--- src/rtl/meas_pkg.sv ---
// Shared definitions for the measurement sequencer: state encoding,
// timeout counter widths and the BCD result width.
package meas_pkg;

  localparam int TO_MS_W  = 16;
  localparam int TO_CLK_W = 8;
  localparam int DATA_W   = 32;

  localparam logic [2:0] ST_IDLE = 3'd0;
  localparam logic [2:0] ST_MEAS = 3'd1;
  localparam logic [2:0] ST_DIV  = 3'd2;
  localparam logic [2:0] ST_CONV = 3'd3;
  localparam logic [2:0] ST_HOLD = 3'd4;
  localparam logic [2:0] ST_ERR  = 3'd5;

  typedef enum logic [2:0] {
    S_IDLE = ST_IDLE,
    S_MEAS = ST_MEAS,
    S_DIV  = ST_DIV,
    S_CONV = ST_CONV,
    S_HOLD = ST_HOLD,
    S_ERR  = ST_ERR
  } state_t;

endpackage

--- src/rtl/meas_seq_ctrl_timeout.sv ---
// seq_timeout: up-counter with clear, tick select (ce1ms or every clk) and a
// terminal-count flag that fires on the tick that reaches the loaded terminal.
module seq_timeout
  import meas_pkg::*;
(
  input  logic               clk,
  input  logic               rst,
  input  logic               clr,
  input  logic               run,
  input  logic               sel_ms,
  input  logic               ce1ms,
  input  logic [TO_MS_W-1:0] term,
  output logic               tc
);

  logic [TO_MS_W-1:0] tcnt;
  logic               tick;

  assign tick = run & (sel_ms ? ce1ms : 1'b1);
  assign tc   = tick & (tcnt == term);

  // clear has priority so a tick coincident with a state change is dropped
  always_ff @(posedge clk or posedge rst) begin
    if (rst) begin
      tcnt <= '0;
    end else if (clr) begin
      tcnt <= '0;
    end else if (tick) begin
      tcnt <= tcnt + 1'b1;
    end
  end

endmodule

--- src/rtl/meas_seq_ctrl.sv ---
// Measurement sequencer: measure -> divide -> convert -> hold, with timeouts,
// abort and a latched display result. Build option AUTO_RUN_EN re-arms MEAS.
module meas_seq_ctrl
  import meas_pkg::*;
#(
  parameter int MEAS_TO_MS   = 2000,
  parameter int STAGE_TO_CLK = 255,
  parameter int HOLD_MS      = 500
) (
  input  logic              clk,
  input  logic              rst,
  input  logic              ce1ms,
  input  logic              start,
  input  logic              abort,
  input  logic              ce_end,
  input  logic              ok_div,
  input  logic              ok_dec,
  input  logic [DATA_W-1:0] f_dec,
  output logic              st_mes,
  output logic              st_div,
  output logic              st_dec,
  output logic [DATA_W-1:0] f_hold,
  output logic              valid,
  output logic              busy,
  output logic              err_to
);

  localparam logic [TO_MS_W-1:0] MEAS_TERM  = TO_MS_W'(MEAS_TO_MS - 1);
  localparam logic [TO_MS_W-1:0] STAGE_TERM = TO_MS_W'(TO_CLK_W'(STAGE_TO_CLK - 1));
  localparam logic [TO_MS_W-1:0] HOLD_TERM  = TO_MS_W'((HOLD_MS > 0) ? HOLD_MS - 1 : 0);
  localparam bit                 HOLD_NONE  = (HOLD_MS == 0);

  state_t             state, state_nx, rearm_st;
  logic               run, sel_ms, tc;
  logic [TO_MS_W-1:0] term;

  seq_timeout u_timeout (
    .clk    (clk),
    .rst    (rst),
    .clr    (state_nx != state),
    .run    (run),
    .sel_ms (sel_ms),
    .ce1ms  (ce1ms),
    .term   (term),
    .tc     (tc)
  );

  assign busy = (state != S_IDLE);

  always_ff @(posedge clk or posedge rst) begin
    if (rst) begin
      state <= S_IDLE;
    end else begin
      state <= state_nx;
    end
  end

  // abort beats the stage's done pulse, which beats its timeout
  always_comb begin
    state_nx = state;
    run      = 1'b1;
    sel_ms   = 1'b1;
    term     = MEAS_TERM;
    rearm_st = S_IDLE;
`ifdef AUTO_RUN_EN
    if (start) rearm_st = S_MEAS;
`endif
    case (state)
      S_IDLE: begin
        run = 1'b0;
        if (start) state_nx = S_MEAS;
      end
      S_MEAS: begin
        if (abort)       state_nx = S_IDLE;
        else if (ce_end) state_nx = S_DIV;
        else if (tc)     state_nx = S_ERR;
      end
      S_DIV: begin
        sel_ms = 1'b0;
        term   = STAGE_TERM;
        if (abort)       state_nx = S_IDLE;
        else if (ok_div) state_nx = S_CONV;
        else if (tc)     state_nx = S_ERR;
      end
      S_CONV: begin
        sel_ms = 1'b0;
        term   = STAGE_TERM;
        if (abort)       state_nx = S_IDLE;
        else if (ok_dec) state_nx = S_HOLD;
        else if (tc)     state_nx = S_ERR;
      end
      S_HOLD: begin
        term = HOLD_TERM;
        if (abort)                 state_nx = S_IDLE;
        else if (HOLD_NONE || tc)  state_nx = rearm_st;
      end
      S_ERR: begin
        run = 1'b0;
        if (abort) state_nx = S_IDLE;
        else       state_nx = rearm_st;
      end
      default: state_nx = S_IDLE;
    endcase
  end

  // start pulses and the result latch are registered on the entry edge
  always_ff @(posedge clk or posedge rst) begin
    if (rst) begin
      st_mes <= 1'b0;
      st_div <= 1'b0;
      st_dec <= 1'b0;
      f_hold <= '0;
      valid  <= 1'b0;
      err_to <= 1'b0;
    end else begin
      st_mes <= (state_nx == S_MEAS) && (state != S_MEAS);
      st_div <= (state_nx == S_DIV)  && (state != S_DIV);
      st_dec <= (state_nx == S_CONV) && (state != S_CONV);
      if (state == S_CONV && state_nx == S_HOLD) begin
        f_hold <= f_dec;
        valid  <= 1'b1;
      end else if (state_nx == S_ERR && state != S_ERR) begin
        valid  <= 1'b0;
      end
      if (state_nx == S_ERR && state != S_ERR) begin
        err_to <= 1'b1;
      end else if (state_nx == S_MEAS && state != S_MEAS) begin
        err_to <= 1'b0;
      end
    end
  end

endmodule

--- config.mk ---
export PLATFORM = sky130hd
export DESIGN_NAME = meas_seq_ctrl
export DESIGN_NICKNAME = d
export VERILOG_FILES = /design/src/rtl/meas_pkg.sv /design/src/rtl/meas_seq_ctrl_timeout.sv /design/src/rtl/meas_seq_ctrl.sv
export SDC_FILE = /design/constraint.sdc
export NUM_CORES = 1
export LEC_CHECK = 0
export ABC_AREA = 1
export BUFFER_PORTS_ARGS = -buffer_cell sky130_fd_sc_hd__clkbuf_2
export CAP_MARGIN = 40
export CORE_MARGIN = 1.5
export CORE_UTILIZATION = 55
export CTS_CLUSTER_SIZE = 24
export DETAILED_ROUTE_END_ITERATION = 16
export PLACE_DENSITY = 0.81
export SLEW_MARGIN = 20
export SYNTH_ARGS = -nofsm -noshare
export SYNTH_HDL_FRONTEND = slang
export SYNTH_SLANG_ARGS = --single-unit
--- constraint.sdc ---
create_clock -name clk -period 2.84 [get_ports clk]
set_input_delay 0.426 -clock clk [delete_from_list [all_inputs] [get_ports clk]]
set_output_delay 0.426 -clock clk [all_outputs]
set_load 0.02 [all_outputs]
Word level (Yosys, flattened, before mapping). Cells that the tools add are included.

Register bits after elaboration: 56. Input bits: 40. Output and inout bits: 38. Logic and storage cells: 59.

Add/sub/neg operators: 1. Eq/ne operators: 16. Mux-type cells: 20. Bitwise operators: 2. Reduce and logical (&&, ||, !) cells: 12.

Operators by type and width (count): 16-bit two-way mux (2); 16-bit one-hot mux with 2 select lines (1); 3-bit two-way mux (10); 16-bit by 1-bit adder with 16-bit output, second input constant (1); 16-bit == test (1); 3-bit one-hot mux with 5 select lines (1); 3-bit by 2-bit == test with 1-bit output, second input constant (4); 3-bit == test, second input constant (4); 3-bit by 1-bit == test with 1-bit output, second input constant (2); 1-bit two-way mux (6); 3-bit by 2-bit inequality test with 1-bit output, second input constant (2); 2-bit nonzero test (3); 1-bit logical AND (5); 2-bit OR reduction (2); 3-bit logical NOT (1); 3-bit by 1-bit inequality test with 1-bit output, second input constant (1); 3-bit inequality test (1); 3-bit inequality test, second input constant (1); 3-bit nonzero test (1); 1-bit bitwise AND (2).

Logic depth before layout (Yosys ltp).
Depth in word-level cells: 13. Gate-level depth with buffers: 16. Mapped depth without buffers: 15.

Hierarchy. A second synthesis with hierarchy kept.

Cell total of the unflattened synthesis: 426. Area total of the unflattened synthesis: 3203.1 µm².

By module, submodules not included: meas_seq_ctrl (instances 1, cells each 253, area each 2065.7 µm², seq. area each 1001.0 µm²); seq_timeout (instances 1, cells each 173, area each 1137.3 µm², seq. area each 400.4 µm²).

Worst setup path after synthesis. Ideal clock, no wire load.

Path kind: reg2reg. From: reg state[1]. To: reg u_timeout.tcnt[3]. Library setup time: 121 ps. Data arrival time: 1714 ps. Required time: 2719 ps. Setup slack: 1006 ps. Stages on the path, launching flop included: 15. Path buffers: 1. Period minus slack after synthesis: 1834 ps. Cells stage by stage: dfrtp_1 -> nor2_2 -> nand2_2 -> nand2_2 -> nor2_8 -> nand3_2 -> o21ai_1 -> nand2_1 -> nand2_1 -> nand2_1 -> nand2_1 -> nor2_2 -> nand2_4 -> buf_6 -> nor2_2.

Word-level cells in the longest chain between the ends: 11. Elaborated cells on any way between the ends: 28. Classes of those cells: eq/ne: 7; mux: 15; bitwise: 2; reduce/logical: 4.

RTL lines: from (decl) (line meas_seq_ctrl.sv:33) `state_t state, state_nx, rearm_st;`; from (signal assigned) (line meas_seq_ctrl.sv:54) `state <= state_nx;`; 3-bit by 2-bit == test with 1-bit output (tied with other cells) (line meas_seq_ctrl.sv:68) `case (state)`; 2-bit OR reduction (no source line); 16-bit one-hot mux with 2 select lines (tied with other cells) (line meas_seq_ctrl.sv:68); 16-bit == test / 1-bit bitwise AND (equally long branches) (line meas_seq_ctrl_timeout.sv:20, meas_seq_ctrl_timeout.sv:19); 1-bit bitwise AND (line meas_seq_ctrl_timeout.sv:20) `assign tc = tick & (tcnt == term);`; 3-bit two-way mux (line meas_seq_ctrl.sv:76, meas_seq_ctrl.sv:83, meas_seq_ctrl.sv:90); 3-bit two-way mux, on equally long branches (line meas_seq_ctrl.sv:89, meas_seq_ctrl.sv:75, meas_seq_ctrl.sv:82); 3-bit two-way mux, on equally long branches (line meas_seq_ctrl.sv:88, meas_seq_ctrl.sv:74, meas_seq_ctrl.sv:81); 3-bit one-hot mux with 5 select lines (line meas_seq_ctrl.sv:68); 3-bit inequality test (line meas_seq_ctrl.sv:40) `.clr (state_nx != state),`; 16-bit two-way mux / 2-bit nonzero test (equally long branches); to (signal assigned) (line meas_seq_ctrl_timeout.sv:29) `tcnt <= tcnt + 1'b1;`; to (decl) (line meas_seq_ctrl_timeout.sv:16) `logic [TO_MS_W-1:0] tcnt;`.

Several ways; a longest one is shown, not always the timed one. A chain may end at the register's enable or synchronous reset.

Final worst setup path.
From: reg state[1]. To: reg u_timeout.tcnt[9].

The elaborated chain is that of the path after synthesis.

==> impl_summary.log <==
INFO  metric run_status = completed
INFO  metric rsz_0062_raised_after_global_routing = false
INFO  metric timing.critical_path.to_type = flip-flop
INFO  metric clock_sink_count = 56
INFO  metric final.period_utilization = 0.741
INFO  metric die_width = 72.2 um
INFO  metric antenna_violating_nets_post_route = 0
INFO  metric synthesis.instances = 259
INFO  metric whs = 0.264 ns
INFO  metric clk_pin_slew_worst_paths = 0.10 ns
INFO  metric synth-compound-area-share = 0.0252
INFO  metric timing.critical_path.from_type = flip-flop
INFO  metric total_leakage_power = 0.00173 uW
INFO  metric cts_tree = done
INFO  metric vias = 1990
INFO  metric finClkSkew = 0.00885 ns
INFO  metric num-nets-final = 382
INFO  metric finalWeightedCongestion = 0.958
INFO  metric cts.htree.levels = 2
INFO  metric finalCriticalPeriod = 2.10 ns
INFO  metric layout-drive-gt1-share = 0.418
INFO  metric first_pass_grt_wire_length = 8560 um
INFO  metric yosys.area.top_type_share = 0.533
INFO  metric finalHoldViolCount = 0
INFO  metric synthesized_cell_area = 0.00263 mm2
INFO  metric fmaxAchievable = 475 MHz
INFO  metric die_height = 72.2 um
INFO  metric postCtsResizedCells = 0
INFO  metric worst-endpoint-required = 3.08 ns
INFO  metric detailed_placement_hpwl = 3820 um
INFO  metric io_buffer_count = 77
INFO  metric initial_antenna_violation_count = 0
INFO  metric number_of_global_route_vias_before_repair = 1936
INFO  metric groute.usage.overall = 0.212
INFO  metric initial_utilization = 0.588
INFO  metric synth_mux_area_frac = 0.141
INFO  metric route.detailed.vias_per_inst = 5.05
INFO  metric synth-warning-count = 0
INFO  metric power.ir.vdd_worst = 0.387 mV
INFO  metric reg2reg_slack = 0.74 ns
INFO  metric hold_path_class = input pin to asynchronous set/reset pin
INFO  metric slew-limit-headroom = 0.554
INFO  metric synth_top_family_by_area = simple AND/OR/NAND/NOR gates
INFO  metric syn_area_per_cell = 10.2 um2
INFO  metric clockBufferDepth = 2
INFO  metric yosys-top-cells-area = sky130_fd_sc_hd__dfrtp_1 53%, sky130_fd_sc_hd__mux2_2 14%, sky130_fd_sc_hd__nand2_1 6.6%, sky130_fd_sc_hd__inv_1 3.4%, sky130_fd_sc_hd__nor2_1 3.4%
INFO  metric number_of_setup_violations_in_the_final_report = 0
INFO  metric grt_max_degree = 57
INFO  metric detailedRoute.firstPassIterationCount = 4
INFO  metric tightest_slew = 0.669 ns
INFO  metric synth_fa_ha_area_frac = 0.00476
INFO  metric hold_bufs_at_cts = 0
INFO  metric yosys_register_bits = 56
INFO  metric syn_to_final_growth = 21.1%
INFO  metric first_iter_violations = 92
INFO  metric post-route-drc-count = 0
INFO  metric fp.dieArea = 0.00521 mm2
INFO  metric antenna_cells = 0
INFO  metric wire_per_inst = 13.0 um
INFO  metric yosys.cell_types.count = 26
INFO  metric root_buffer = sky130_fd_sc_hd__clkbuf_8
INFO  metric wirelength = 5110 um
INFO  metric critPathMaxFanout = 16
INFO  metric synth_seq_area_share = 0.533
INFO  metric postCtsSetupBuffers = 0
INFO  metric filler_cell_count = 316
INFO  metric worstSkewPairLatency = 0.31 ns
INFO  metric synth_simple_gate_area_frac = 0.206
INFO  metric fp-row-count = 24
INFO  metric synth_xor_xnor_area_share = 0.0433
INFO  metric power_density = 569 mW/mm2
INFO  metric gr-total-overflow = 0
INFO  metric core_area = 0.00447 mm2
INFO  metric arrival = 2.34 ns
INFO  metric io-pin-count = 78
INFO  metric postSynthNetCount = 300
INFO  metric max-cap-violations = 0
INFO  metric drv_slew = 0
INFO  metric netlist.top_cell.by_area = sky130_fd_sc_hd__dfrtp_1
INFO  metric tns = 0 ns
INFO  metric worstSetupPathType = flip-flop to flip-flop
INFO  metric cts_made_buffers = 5
==> layout by cell type (no fill, tap or decap), types with 2 or more instances in the layout <==
master                     count
sky130_fd_sc_hd__xor2_1       10
sky130_fd_sc_hd__nand4_1       4
sky130_fd_sc_hd__nor2_1       24
sky130_fd_sc_hd__clkbuf_2     77
sky130_fd_sc_hd__nand2_1      46
sky130_fd_sc_hd__buf_4         2
sky130_fd_sc_hd__nand2_2       4
sky130_fd_sc_hd__a21oi_1       3
sky130_fd_sc_hd__nand3_2       2
sky130_fd_sc_hd__xnor2_1       3
sky130_fd_sc_hd__clkbuf_8      5
sky130_fd_sc_hd__mux2_2       32
sky130_fd_sc_hd__nor3_1        3
sky130_fd_sc_hd__o21ai_1       3
sky130_fd_sc_hd__nor2_2       11
sky130_fd_sc_hd__nand3_1      13
sky130_fd_sc_hd__inv_1        23
sky130_fd_sc_hd__dfrtp_1      56
sky130_fd_sc_hd__inv_2         4
sky130_fd_sc_hd__nor2_4        2
sky130_fd_sc_hd__o21ai_0       6
==> worst max-delay path: stages (launching register included) <==
cell	delay (ns)
sky130_fd_sc_hd__dfrtp_1	0.45
sky130_fd_sc_hd__nor2_2	0.16
sky130_fd_sc_hd__nand2_1	0.15
sky130_fd_sc_hd__o21ai_1	0.23
sky130_fd_sc_hd__nand3_2	0.11
sky130_fd_sc_hd__o21ai_1	0.20
sky130_fd_sc_hd__nand2_1	0.08
sky130_fd_sc_hd__nand3_1	0.12
sky130_fd_sc_hd__nand2_1	0.08
sky130_fd_sc_hd__nor2_2	0.13
sky130_fd_sc_hd__nand2_4	0.18
sky130_fd_sc_hd__nor2_1	0.14
==> cells in the mapped netlist <==
cell,count
sky130_fd_sc_hd__dfrtp_1,56
sky130_fd_sc_hd__nand2_1,46
sky130_fd_sc_hd__mux2_2,32
sky130_fd_sc_hd__inv_1,24
sky130_fd_sc_hd__nor2_1,24
sky130_fd_sc_hd__nand3_1,13
sky130_fd_sc_hd__nor2_2,11
sky130_fd_sc_hd__xor2_1,10
sky130_fd_sc_hd__o21ai_0,6
sky130_fd_sc_hd__nand2_2,4
sky130_fd_sc_hd__nand4_1,4
sky130_fd_sc_hd__a21oi_1,3
sky130_fd_sc_hd__clkbuf_1,3
sky130_fd_sc_hd__inv_2,3
sky130_fd_sc_hd__nor3_1,3
sky130_fd_sc_hd__o21ai_1,3
sky130_fd_sc_hd__xnor2_1,3
sky130_fd_sc_hd__nand3_2,2
sky130_fd_sc_hd__nor2_4,2
sky130_fd_sc_hd__buf_6,1
sky130_fd_sc_hd__ha_1,1
sky130_fd_sc_hd__mux2i_1,1
sky130_fd_sc_hd__nand2_4,1
sky130_fd_sc_hd__nand3b_1,1
sky130_fd_sc_hd__nor2_8,1
sky130_fd_sc_hd__o22ai_1,1
==> kinds of logic after synthesis <==
family | after synthesis
compound gates | 13
mux | 33
xor+xnor | 13
buf+inv | 31
simple gates | 112
fa+ha+maj | 1
flops | 56
==> per-layer routing <==
metal / track usage / vias to the layer above / share of wire
met1: 0.278 / 930 / 0.44
met3: 0.0569 / 5 / 0.062
li1: - / 993 / -
met4: 0.0776 / 0 / 0.011
met5: 0 / - / 0
met2: 0.343 / 62 / 0.48
==> flip-flops by register name (all words and copies together), names as in the netlist <==
name            count
err_to              1
st_dec              1
state               3
st_mes              1
st_div              1
u_timeout.tcnt     16
f_hold             32
valid               1
==> worst paths after layout <==
kind                                    start                            end  cells past startpoint
min in group clk                    f_dec[15]         f_hold[15]$_DFFE_PP0P_                      2
setup / recovery           state[1]$_DFF_PP0_  u_timeout.tcnt[9]$_DFFE_PP0P_                     11
hold / removal                            rst         f_hold[16]$_DFFE_PP0P_                      3
setup reg to reg           state[1]$_DFF_PP0_  u_timeout.tcnt[9]$_DFFE_PP0P_                     11
max in group asynchronous                 rst          f_hold[7]$_DFFE_PP0P_                      3
hold reg to reg             valid$_DFFE_PP0P_              valid$_DFFE_PP0P_                      2
==> power by group <==
group          switching (uW)  leakage [uW]  internal (uW)
clock                     255     0.0000558            267
sequential               42.1      0.000769            870
combinational             239      0.000904            142
==> cell type report <==
class                      instances  area, um2  share of cell area
clock buffer                       6       72.6              0.0228
clock inverter                     2       38.8              0.0122
inverter                          27        101              0.0318
multi-input combinational        172       1110               0.347
sequential                        56       1400               0.440
tap                               52       65.1              0.0204
timing repair buffer              79        400               0.126
==> per-stage QoR <==
step	cell area, um2	total power, uW	setup WS [ns]	instances	utilization
after floorplan	2630	1180	1.01	259	-
final	3190	1810	0.737	394	0.712
after global placement	3070	1300	0.829	386	0.687
after global routing	3190	1900	0.482	394	0.712
after CTS	3190	1830	0.766	394	0.712
after detailed placement	3070	1310	0.783	386	0.687
(Power assumes the default switching activity.)
